File: config.mk
export PLATFORM = sky130hd
export DESIGN_NAME = result_bias_relu_buffer_flat
export DESIGN_NICKNAME = d
export VERILOG_FILES = /design/src/rtl/result_bias_relu_buffer_if.sv /design/src/rtl/result_bias_relu_buffer.sv /design/src/flat_wrapper.sv
export SDC_FILE = /design/constraint.sdc
export NUM_CORES = 1
export LEC_CHECK = 0
export CAP_MARGIN = 40
export CORE_AREA = 2 2 158 129
export DETAILED_ROUTE_END_ITERATION = 6
export DIE_AREA = 0 0 160 131
export GPL_ROUTABILITY_DRIVEN = 0
export GPL_TIMING_DRIVEN = 0
export PLACE_DENSITY = 0.67
export SYNTH_ARGS = -nofsm -noshare
export SYNTH_HDL_FRONTEND = slang
export SYNTH_SLANG_ARGS = --single-unit
File: constraint.sdc
create_clock -name clk -period 10.17 [get_ports clk]
set_input_delay 1.5255 -clock clk [delete_from_list [all_inputs] [get_ports clk]]
set_output_delay 1.5255 -clock clk [all_outputs]
set_load 0.005 [all_outputs]
File: src/rtl/result_bias_relu_buffer_if.sv
`default_nettype none
// ============================================================================
// Module      : result_bias_relu_buffer_if
// Description : Bundles the bias-load, result-capture and drain handshake
//               signals of result_bias_relu_buffer.
//               master : upstream/downstream environment (drives bias_*,
//                        relu_en, in_*, out_ready; observes out_*, busy,
//                        drop_err)
//               slave  : the buffer itself
// Revision    : 1.0 - initial release
// ============================================================================
interface result_bias_relu_buffer_if #(
    parameter int DATA_WIDTH = 16,
    parameter int M          = 4,
    parameter int N          = 2
);
    localparam int c_ROW_W = (M > 1) ? $clog2(M) : 1;
    localparam int c_COL_W = (N > 1) ? $clog2(N) : 1;

    logic signed [DATA_WIDTH-1:0] bias_data;
    logic        [c_COL_W-1:0]    bias_col;
    logic                         bias_valid;
    logic                         relu_en;
    logic signed [DATA_WIDTH-1:0] in_data;
    logic        [c_ROW_W-1:0]    in_row;
    logic        [c_COL_W-1:0]    in_col;
    logic                         in_valid;
    logic signed [DATA_WIDTH-1:0] out_data;
    logic        [c_ROW_W-1:0]    out_row;
    logic        [c_COL_W-1:0]    out_col;
    logic                         out_valid;
    logic                         out_ready;
    logic                         out_last;
    logic                         busy;
    logic                         drop_err;

    modport master (
        output bias_data, bias_col, bias_valid, relu_en,
        output in_data, in_row, in_col, in_valid,
        output out_ready,
        input  out_data, out_row, out_col, out_valid, out_last,
        input  busy, drop_err
    );

    modport slave (
        input  bias_data, bias_col, bias_valid, relu_en,
        input  in_data, in_row, in_col, in_valid,
        input  out_ready,
        output out_data, out_row, out_col, out_valid, out_last,
        output busy, drop_err
    );
endinterface
`default_nettype wire

File: src/rtl/result_bias_relu_buffer.sv
`default_nettype none
// ============================================================================
// Module      : result_bias_relu_buffer
// Description : Captures an M x N result tile (any arrival order), adds a
//               per-column bias with saturation, optionally clamps negatives
//               to zero, then drains the tile row-major over valid/ready.
// Ports       : clk  - rising-edge clock
//               rst  - synchronous active-high reset
//               bus  - slave side of result_bias_relu_buffer_if
//                      (bias load, element capture, drain stream, status)
// Revision    : 1.0 - initial release
// ============================================================================
module result_bias_relu_buffer #(
    parameter int DATA_WIDTH = 16,
    parameter int FRAC_WIDTH = 8,
    parameter int M          = 4,
    parameter int N          = 2
) (
    input  logic                      clk,
    input  logic                      rst,
    result_bias_relu_buffer_if.slave  bus
);
    localparam int c_ROW_W = (M > 1) ? $clog2(M) : 1;
    localparam int c_COL_W = (N > 1) ? $clog2(N) : 1;
    localparam int c_IDX_W = (M * N > 1) ? $clog2(M * N) : 1;
    localparam int c_PTR_W = $clog2(M * N + 1);

    localparam logic [0:0] c_ST_COLLECT = 1'b0;
    localparam logic [0:0] c_ST_DRAIN   = 1'b1;

    localparam logic signed [DATA_WIDTH-1:0] c_SAT_MAX = {1'b0, {(DATA_WIDTH-1){1'b1}}};
    localparam logic signed [DATA_WIDTH-1:0] c_SAT_MIN = {1'b1, {(DATA_WIDTH-1){1'b0}}};

    // Bias and data share one fixed-point format, so the fraction width only
    // has to leave room for at least one integer (sign) bit.
    generate
        if (FRAC_WIDTH >= DATA_WIDTH) begin : g_frac_check
            $error("FRAC_WIDTH must be smaller than DATA_WIDTH");
        end
    endgenerate

    logic [0:0]                   r_state;
    logic [0:0]                   w_next_state;
    logic signed [DATA_WIDTH-1:0] r_bias [N];
    logic signed [DATA_WIDTH-1:0] r_buf  [M*N];
    logic [M*N-1:0]               r_filled;
    logic [c_PTR_W-1:0]           r_count;
    logic [c_PTR_W-1:0]           r_rd_ptr;

    logic signed [DATA_WIDTH-1:0] r_out_data;
    logic [c_ROW_W-1:0]           r_out_row;
    logic [c_COL_W-1:0]           r_out_col;
    logic                         r_out_valid;
    logic                         r_out_last;
    logic                         r_busy;
    logic                         r_drop_err;

    logic [c_IDX_W-1:0]           w_wr_idx;
    logic                         w_new_loc;
    logic signed [DATA_WIDTH:0]   w_sum;
    logic signed [DATA_WIDTH-1:0] w_sat;
    logic signed [DATA_WIDTH-1:0] w_result;
    logic                         w_capture;
    logic                         w_bias_wr;
    logic                         w_drop;
    logic                         w_load;
    logic                         w_last_hs;

    // ---------------------------------------------------------------- datapath
    assign w_wr_idx  = c_IDX_W'(int'(bus.in_row) * N + int'(bus.in_col));
    assign w_new_loc = ~r_filled[w_wr_idx];
    // One extra bit so the sum can never wrap before saturation.
    assign w_sum     = {bus.in_data[DATA_WIDTH-1], bus.in_data}
                     + {r_bias[bus.in_col][DATA_WIDTH-1], r_bias[bus.in_col]};

    always_comb begin
        w_sat = w_sum[DATA_WIDTH-1:0];
        // Top two bits disagree only when the sum left the representable range.
        if (w_sum[DATA_WIDTH] != w_sum[DATA_WIDTH-1]) begin
            w_sat = w_sum[DATA_WIDTH] ? c_SAT_MIN : c_SAT_MAX;
        end
        w_result = (bus.relu_en && w_sat[DATA_WIDTH-1]) ? '0 : w_sat;
    end

    // ---------------------------------------------------------- state register
    always_ff @(posedge clk) begin
        if (rst) begin
            r_state <= c_ST_COLLECT;
        end else begin
            r_state <= w_next_state;
        end
    end

    // -------------------------------------------------------------- next state
    always_comb begin
        w_next_state = r_state;
        case (r_state)
            c_ST_COLLECT: begin
                // The write that fills the last empty slot triggers the drain.
                if (w_capture && w_new_loc && (r_count == c_PTR_W'(M * N - 1))) begin
                    w_next_state = c_ST_DRAIN;
                end
            end
            c_ST_DRAIN: begin
                if (w_last_hs) begin
                    w_next_state = c_ST_COLLECT;
                end
            end
            default: w_next_state = c_ST_COLLECT;
        endcase
    end

    // ---------------------------------------------------------- output decode
    always_comb begin
        w_capture = 1'b0;
        w_bias_wr = 1'b0;
        w_drop    = 1'b0;
        w_load    = 1'b0;
        w_last_hs = 1'b0;
        case (r_state)
            c_ST_COLLECT: begin
                w_capture = bus.in_valid;
                w_bias_wr = bus.bias_valid;
            end
            c_ST_DRAIN: begin
                w_drop    = bus.in_valid | bus.bias_valid;
                // Refill the output register whenever it is empty or being taken.
                w_load    = (r_rd_ptr != c_PTR_W'(M * N)) && (!r_out_valid || bus.out_ready);
                w_last_hs = r_out_valid && bus.out_ready && r_out_last;
            end
            default: ;
        endcase
    end

    // ------------------------------------------------------- control / status
    always_ff @(posedge clk) begin
        if (rst) begin
            for (int i = 0; i < N; i++) begin
                r_bias[i] <= '0;
            end
            r_filled    <= '0;
            r_count     <= '0;
            r_rd_ptr    <= '0;
            r_out_data  <= '0;
            r_out_row   <= '0;
            r_out_col   <= '0;
            r_out_valid <= 1'b0;
            r_out_last  <= 1'b0;
            r_busy      <= 1'b0;
            r_drop_err  <= 1'b0;
        end else begin
            if (w_bias_wr) begin
                r_bias[bus.bias_col] <= bus.bias_data;
            end
            if (w_capture) begin
                r_filled[w_wr_idx] <= 1'b1;
                if (w_new_loc) begin
                    r_count <= r_count + 1'b1;
                end
            end
            if (w_drop) begin
                r_drop_err <= 1'b1;
            end
            if (w_last_hs) begin
                r_filled <= '0;
                r_count  <= '0;
                r_rd_ptr <= '0;
            end
            if (w_load) begin
                r_out_data  <= r_buf[r_rd_ptr[c_IDX_W-1:0]];
                r_out_row   <= c_ROW_W'(int'(r_rd_ptr) / N);
                r_out_col   <= c_COL_W'(int'(r_rd_ptr) % N);
                r_out_last  <= (r_rd_ptr == c_PTR_W'(M * N - 1));
                r_out_valid <= 1'b1;
                r_busy      <= 1'b1;
                r_rd_ptr    <= r_rd_ptr + 1'b1;
            end else if (r_out_valid && bus.out_ready) begin
                r_out_valid <= 1'b0;
                r_out_last  <= 1'b0;
                r_busy      <= 1'b0;
            end
        end
    end

    // Tile storage needs no reset: every slot is written before it is drained.
    always_ff @(posedge clk) begin
        if (w_capture) begin
            r_buf[w_wr_idx] <= w_result;
        end
    end

    assign bus.out_data  = r_out_data;
    assign bus.out_row   = r_out_row;
    assign bus.out_col   = r_out_col;
    assign bus.out_valid = r_out_valid;
    assign bus.out_last  = r_out_last;
    assign bus.busy      = r_busy;
    assign bus.drop_err  = r_drop_err;

endmodule
`default_nettype wire
File: src/flat_wrapper.sv
// flat-port wrapper written by rule: the top's interface ports become plain ports
module result_bias_relu_buffer_flat 
#(
    parameter int DATA_WIDTH = 16,
    parameter int FRAC_WIDTH = 8,
    parameter int M          = 4,
    parameter int N          = 2
)
  (clk, rst, bus_bias_data, bus_bias_col, bus_bias_valid, bus_relu_en, bus_in_data, bus_in_row, bus_in_col, bus_in_valid, bus_out_ready, bus_out_data, bus_out_row, bus_out_col, bus_out_valid, bus_out_last, bus_busy, bus_drop_err);
  result_bias_relu_buffer_if #(.DATA_WIDTH(DATA_WIDTH), .M(M), .N(N)) bus_i ();
  input  logic clk;
  input  logic rst;
  input wire logic [$bits(bus_i.bias_data)-1:0] bus_bias_data;
  input wire logic [$bits(bus_i.bias_col)-1:0] bus_bias_col;
  input wire logic [$bits(bus_i.bias_valid)-1:0] bus_bias_valid;
  input wire logic [$bits(bus_i.relu_en)-1:0] bus_relu_en;
  input wire logic [$bits(bus_i.in_data)-1:0] bus_in_data;
  input wire logic [$bits(bus_i.in_row)-1:0] bus_in_row;
  input wire logic [$bits(bus_i.in_col)-1:0] bus_in_col;
  input wire logic [$bits(bus_i.in_valid)-1:0] bus_in_valid;
  input wire logic [$bits(bus_i.out_ready)-1:0] bus_out_ready;
  output wire logic [$bits(bus_i.out_data)-1:0] bus_out_data;
  output wire logic [$bits(bus_i.out_row)-1:0] bus_out_row;
  output wire logic [$bits(bus_i.out_col)-1:0] bus_out_col;
  output wire logic [$bits(bus_i.out_valid)-1:0] bus_out_valid;
  output wire logic [$bits(bus_i.out_last)-1:0] bus_out_last;
  output wire logic [$bits(bus_i.busy)-1:0] bus_busy;
  output wire logic [$bits(bus_i.drop_err)-1:0] bus_drop_err;
  assign bus_i.bias_data = bus_bias_data;
  assign bus_i.bias_col = bus_bias_col;
  assign bus_i.bias_valid = bus_bias_valid;
  assign bus_i.relu_en = bus_relu_en;
  assign bus_i.in_data = bus_in_data;
  assign bus_i.in_row = bus_in_row;
  assign bus_i.in_col = bus_in_col;
  assign bus_i.in_valid = bus_in_valid;
  assign bus_i.out_ready = bus_out_ready;
  assign bus_out_data = bus_i.out_data;
  assign bus_out_row = bus_i.out_row;
  assign bus_out_col = bus_i.out_col;
  assign bus_out_valid = bus_i.out_valid;
  assign bus_out_last = bus_i.out_last;
  assign bus_busy = bus_i.busy;
  assign bus_drop_err = bus_i.drop_err;
  result_bias_relu_buffer #(.DATA_WIDTH(DATA_WIDTH), .FRAC_WIDTH(FRAC_WIDTH), .M(M), .N(N)) u_core (.clk(clk), .rst(rst), .bus(bus_i));
endmodule
# == Word level (Yosys, flattened, before mapping) ==
# Memories as Yosys holds them, arrays and structs flattened. A register that Yosys moved wholly into a read port is not among the register bits.
# Index checks and enable logic that the tools add are counted.
# totals
word_cells,69
in_bits,42
ramBits,160
out_inout_bits,23
regBits,23
n_memories,2
# classes
n_bitwise,4
n_addsub,4
muxes,30
order_cmp,2
n_eq_ne,4
n_reduce_logical,14
# memory_table
name,words,word_bits,read_ports,rd_clocked_by_memory_dff,write_ports,line,rtl
u_core.r_buf,8,16,1,1,1,result_bias_relu_buffer.sv:45,logic signed [DATA_WIDTH-1:0] r_buf [M*N];
u_core.r_bias,2,16,1,0,2,result_bias_relu_buffer.sv:44,logic signed [DATA_WIDTH-1:0] r_bias [N];
# ops
op,count
16-bit two-way mux,4
1-bit two-way mux,21
16-bit by 16-bit adder with 17-bit output,1
16-bit OR reduction,1
4-bit by 1-bit adder with 4-bit output (second input constant),2
4-bit by 3-bit == test with 1-bit output (second input constant),2
4-bit two-way mux,2
8-bit OR,1
1-bit logical AND,7
3-bit by 4-bit less-than comparator with 1-bit output (second input constant),1
4-bit != test (second input constant),1
2-bit nonzero test,2
3-bit by 1-bit adder with 3-bit output,1
1-bit binary-select mux with 3-bit select,1
1-bit demux with 3-bit select,1
3-bit by 1-bit greater-or-equal comparator with 1-bit output (second input constant),1
1-bit inverter,2
1-bit one-hot mux with 2 select lines,1
2-bit AND reduction,1
2-bit OR reduction,1
1-bit zero test,1
1-bit logical OR,1
1-bit != test,1
1-bit OR,1

# == Logic depth before layout (Yosys ltp) ==
# logic_depth
word_depth,8
mapped_depth,12
mapped_depth_nobuf,10

# == Worst setup path before layout ==
# OpenSTA, ideal clock, no wires.
# synth_timing
path_kind,input port to flip-flop
startpoint,input port bus_in_col
endpoint,"memory u_core.r_buf[0][2], data pin"
path_stages,12
arrival_time_ns,4.475
n_path_buf,3
slack_ns,5.424
required_time_ns,9.899
setup_time_ns,0.271
cell_sequence,clkbuf_1 buf_1 mux2_2 ha_1 o211ai_1 o21bai_2 a21oi_1 o311ai_2 mux2i_1 and2_4 buf_6 o21ai_2
# synth_via
elab_chain_len,6
word_cells_on_any_way,7
classes_between,add/sub: 1; eq/ne: 1; mux: 3; reduce/logical: 1; memory: 1
# synth_lines
element,line,rtl
"start, declared",flat_wrapper.sv:19,input wire logic [$bits(bus_i.in_col)-1:0] bus_in_col;
memory read 2 x 16 bit (*),--,
16-bit by 16-bit adder with 17-bit output (*),result_bias_relu_buffer.sv:74,"+ {r_bias[bus.in_col][DATA_WIDTH-1], r_bias[bus.in_col]};"
16-bit two-way mux / 1-bit != test (equally long branches),"result_bias_relu_buffer.sv:80, result_bias_relu_buffer.sv:79",
16-bit two-way mux (*),result_bias_relu_buffer.sv:79,if (w_sum[DATA_WIDTH] != w_sum[DATA_WIDTH-1]) begin
1-bit logical AND,result_bias_relu_buffer.sv:82,w_result = (bus.relu_en && w_sat[DATA_WIDTH-1]) ? '0 : w_sat;
16-bit two-way mux (*),result_bias_relu_buffer.sv:82,
named net u_core.w_result[2],result_bias_relu_buffer.sv:62,logic signed [DATA_WIDTH-1:0] w_result;
"end, declared",result_bias_relu_buffer.sv:45,
# Mark *: on every way through the listed nets, which the timed path passes. The rest lies on a longest branch.

# == Worst setup path after layout ==
# layout_timing
startpoint,input port bus_in_col
endpoint,"memory u_core.r_buf[3][2], data pin"
# Same word-level chain as after synthesis.

==> summary.md <==
| Metric | Value |
|---|---|
| Outcome | `completed` |
| Syn Inst Count | `around 600` |
| Share of cells above drive strength 1 | `approximately 18%` |
| Fin Clk Skew | `around 0.01 ns` |
| DRT antenna net count | `0` |
| Root cell of the clock tree | `clkbuf_16` |
| Critical-path cell list | `clkbuf_1 -> buf_1 -> mux2_2 -> ha_1 -> o211ai_1 -> o21bai_2 -> a21oi_1 -> o311ai_2 -> mux2i_1 -> and2_4 -> buf_6 -> o21ai_2` |
| # diodes | `0` |
| Avg Cell Area, Syn | `~14 um^2` |
| Setup TNS Final | `0 ns` |
| Area grow syn2layout | `19.2%` |
| Final hold violations | `0` |
| GRT Util Overall | `between 10% and 20%` |
| R2r worst-path depth | `10` |
| Final setup vio count | `0` |
| Worst skew pair latency | `approximately 0.44 ns` |
| Hold Crit Depth | `2` |
| Peak Freq | `roughly 200 MHz` |
| Worst EP arrival | `between 5 and 6 ns` |
| Syn nets | `approximately 660` |
| Cell Pwr Density | `182 nW/um^2` |
| Commonest non-fill, non-tap cell in the layout | `edfxtp_1` |
| Worst hold margin | `about 0.45 ns` |
| Post-synthesis cell area | `about 8600 um^2` |
| Die extent in y | `about 130 um` |
| Largest net degree at the start of global routing | `19` |
| Placed cell count | `between 900 and 1000` |
| Fin crit period | `a little under 5 ns` |
| Max Slew Vio Count | `0` |
| Number of post-CTS setup repair buffers | `0` |
| I/O Pins | `65` |
| Worst Setup End Kind | `flop` |
| Leak | `between 0.003 and 0.004 uW` |
| Post-CTS sizing | `0` |
| Die area | `between 20000 and 25000 um^2` |
| Commonest non-fill, non-tap cells in the layout | `edfxtp_1, clkdlybuf4s50_1, nor2_1, nand2_1, dfxtp_1` |
| Post-synthesis sequential area ratio | `about two thirds` |
| CTS H-Tree Depth | `4` |
| Ys Warns | `0` |
| Remaining DRCs | `0` |
| Starting density of the core | `roughly 44%` |
| Final wirelength | `18.1 mm` |
| Startpoint Class | `primary input` |
| Final #Nets | `between 700 and 800` |
| Critical path buffers and inverters | `3` |
| Site row count | `between 40 and 50` |
| CTS tree | `yes` |
| DR vias/cell | `5.34` |
| Min-delay worst type | `flop to flop` |
| RSZ-0062 raised after global routing | `false` |
| Initial antenna violation count | `0` |
| # hold bufs at CTS | `0` |
| Slew @ Worst Pin | `between 0.7 and 0.8 ns` |
| Post-DP HPWL | `13.1 mm` |
| Max-cap violation count | `0` |
| Initial drt markers | `422` |
| Slowest library cell on the worst path | `mux2i_1` |
| Total power | `1870 uW` |
| Final std cells w/o fill | `about 970` |
| First-pass GRT wire length | `about 28 mm` |
| DR WL/cell | `18.7 um` |
| Max incr delay on CP | `~0.54 ns` |
| CP Max Fanout | `10` |
| CTS Buffer Depth | `2` |
| # port buffers | `just over 60` |
| Drt pass-1 iters | `5` |
| Peak supply drop | `0.101 mV` |
| Crit path depth | `12` |
| Max-slew headroom | `~49%` |
| Register bit total from synthesis | `slightly below 200` |
| Distinct cells, synth | `55` |
| Final Cycle Share | `between 40% and 50%` |
| Filler cells | `1617` |
| WP data required | `10.31 ns` |
| Total grt overflow | `0` |
| CTS Sinks | `between 150 and 200` |
| Crit path kind | `primary input to flop` |
| Reg clk slew, reported paths | `approximately 0.07 ns` |
| DR vias | `around 5200` |
| Inserted Clock Buffers | `17` |
| Core Box Area | `between 15000 and 20000 um^2` |
| Die Wd | `around 160 um` |
| Number of global-route vias before repair | `between 5000 and 6000` |
| Cell family with most CP delay | `compound AO/OA/AOI/OAI gates` |
layout make-up:
| class | count | area (um^2) | share of cell area [%] |
|---|---|---|---|
| Sequential cell | 199 | 5590 | 54.4 |
| Tap cell | 264 | 330 | 3.22 |
| Buffer | 29 | 131 | 1.28 |
| Clock inverter | 11 | 87.6 | 0.853 |
| Multi-Input combinational cell | 354 | 2870 | 27.9 |
| Clock buffer | 21 | 460 | 4.48 |
| Inverter | 14 | 52.6 | 0.512 |
| Timing Repair Buffer | 73 | 753 | 7.34 |
where the power goes:
| group | total (uW) | switching, uW | internal (uW) |
|---|---|---|---|
| Combinational | 252 | 162 | 90.5 |
| Sequential | 983 | 8.71 | 974 |
| Clock | 635 | 303 | 331 |
synth_stat cells (all sizes together):
cell type	n	area share [%]
edfxtp	160	56
nor2	57	2.5
nand2	50	2.2
dfxtp	39	9.1
and2	33	2.4
mux4	33	8.6
a21oi	25	1.5
o21ai	23	1.7
clkbuf	19	0.83
ha	19	2.8
a311oi	17	1.7
mux2	16	2.1
inv	14	0.61
a21o	10	0.87
buf	10	0.70
xor2	9	0.92
xnor2	8	0.81
nand3	7	0.41
nand2b	5	0.45
a211oi	4	0.35
a31oi	3	0.22
and3	3	0.28
nor2b	3	0.22
nor3	3	0.17
mux2i	2	0.23
nand4	2	0.15
nor3b	2	0.17
o21bai	2	0.22
or2	2	0.15
a2111oi	1	0.10
a221oi	1	0.10
a31o	1	0.10
a41oi	1	0.10
fa	1	0.23
nand3b	1	0.087
nor4b	1	0.10
nor4bb	1	0.12
o211ai	1	0.087
o21a	1	0.087
o221ai	1	0.10
o22ai	1	0.073
o311ai	1	0.19
o32a	1	0.26
or3	1	0.073
or3b	1	0.10
flip-flops by register name, indices dropped and copies added (netlist names):
register	count
u_core.r_count	4
u_core.bus.out_valid	1
u_core.r_filled	8
u_core.r_buf	128
u_core.r_rd_ptr	4
u_core.bus.drop_err	1
u_core.bus.out_last	1
u_core.r_bias	32
u_core.bus.out_row	2
u_core.r_state	1
u_core.bus.out_col	1
u_core.bus.out_data	16
worst paths after layout:
| path | startpoint | slack, ns | end |
|---|---|---|---|
| setup / recovery | bus_in_col | 5.20 | u_core.r_buf[3][2] |
| hold / removal | u_core.bus.drop_err | 0.45 | u_core.bus.drop_err |
| setup reg to reg | u_core.r_bias[0][0] | 6.66 | u_core.r_buf[7][14] |
| hold reg to reg | u_core.bus.drop_err | 0.45 | u_core.bus.drop_err |
per-stage QoR:
stage / utilization [%] / area [um^2] / setup WS, ns
after detailed placement: 50.0 / 9720 / 4.70
final: 52.8 / 10300 / 5.20
after floorplan: - / 8610 / 5.42
after global routing: 52.8 / 10300 / 4.82
after global placement: 49.1 / 9550 / 4.84
after CTS: 52.8 / 10300 / 5.14
tightest hold or removal path: stages (launching register included):
cell     delay, ns
dfxtp_1       0.31
inv_1         0.05
a21oi_1       0.05
routing by layer:
metal	part of all wire, %	global-route usage, %	vias to the layer above
met5	0	0	-
met4	1.5	5.35	0
met3	5.5	4.01	21
met2	47	30.4	150
met1	46	24.3	2552
li1	-	-	2432
logic make-up (layout without fill, tap and decap cells):
family	after synthesis	count (layout)	share of synthesized area (%)
and+or+nand+nor	172	172	9.56
xor gates and xnor gates	17	17	1.73
DFF	199	199	64.9
buffers and inverters	43	148	2.14
adders and majority gates	20	20	2.99
muxes	51	51	11.0
AOI/OAI and AO/OA	94	94	7.77
(Power assumes the default switching activity.)
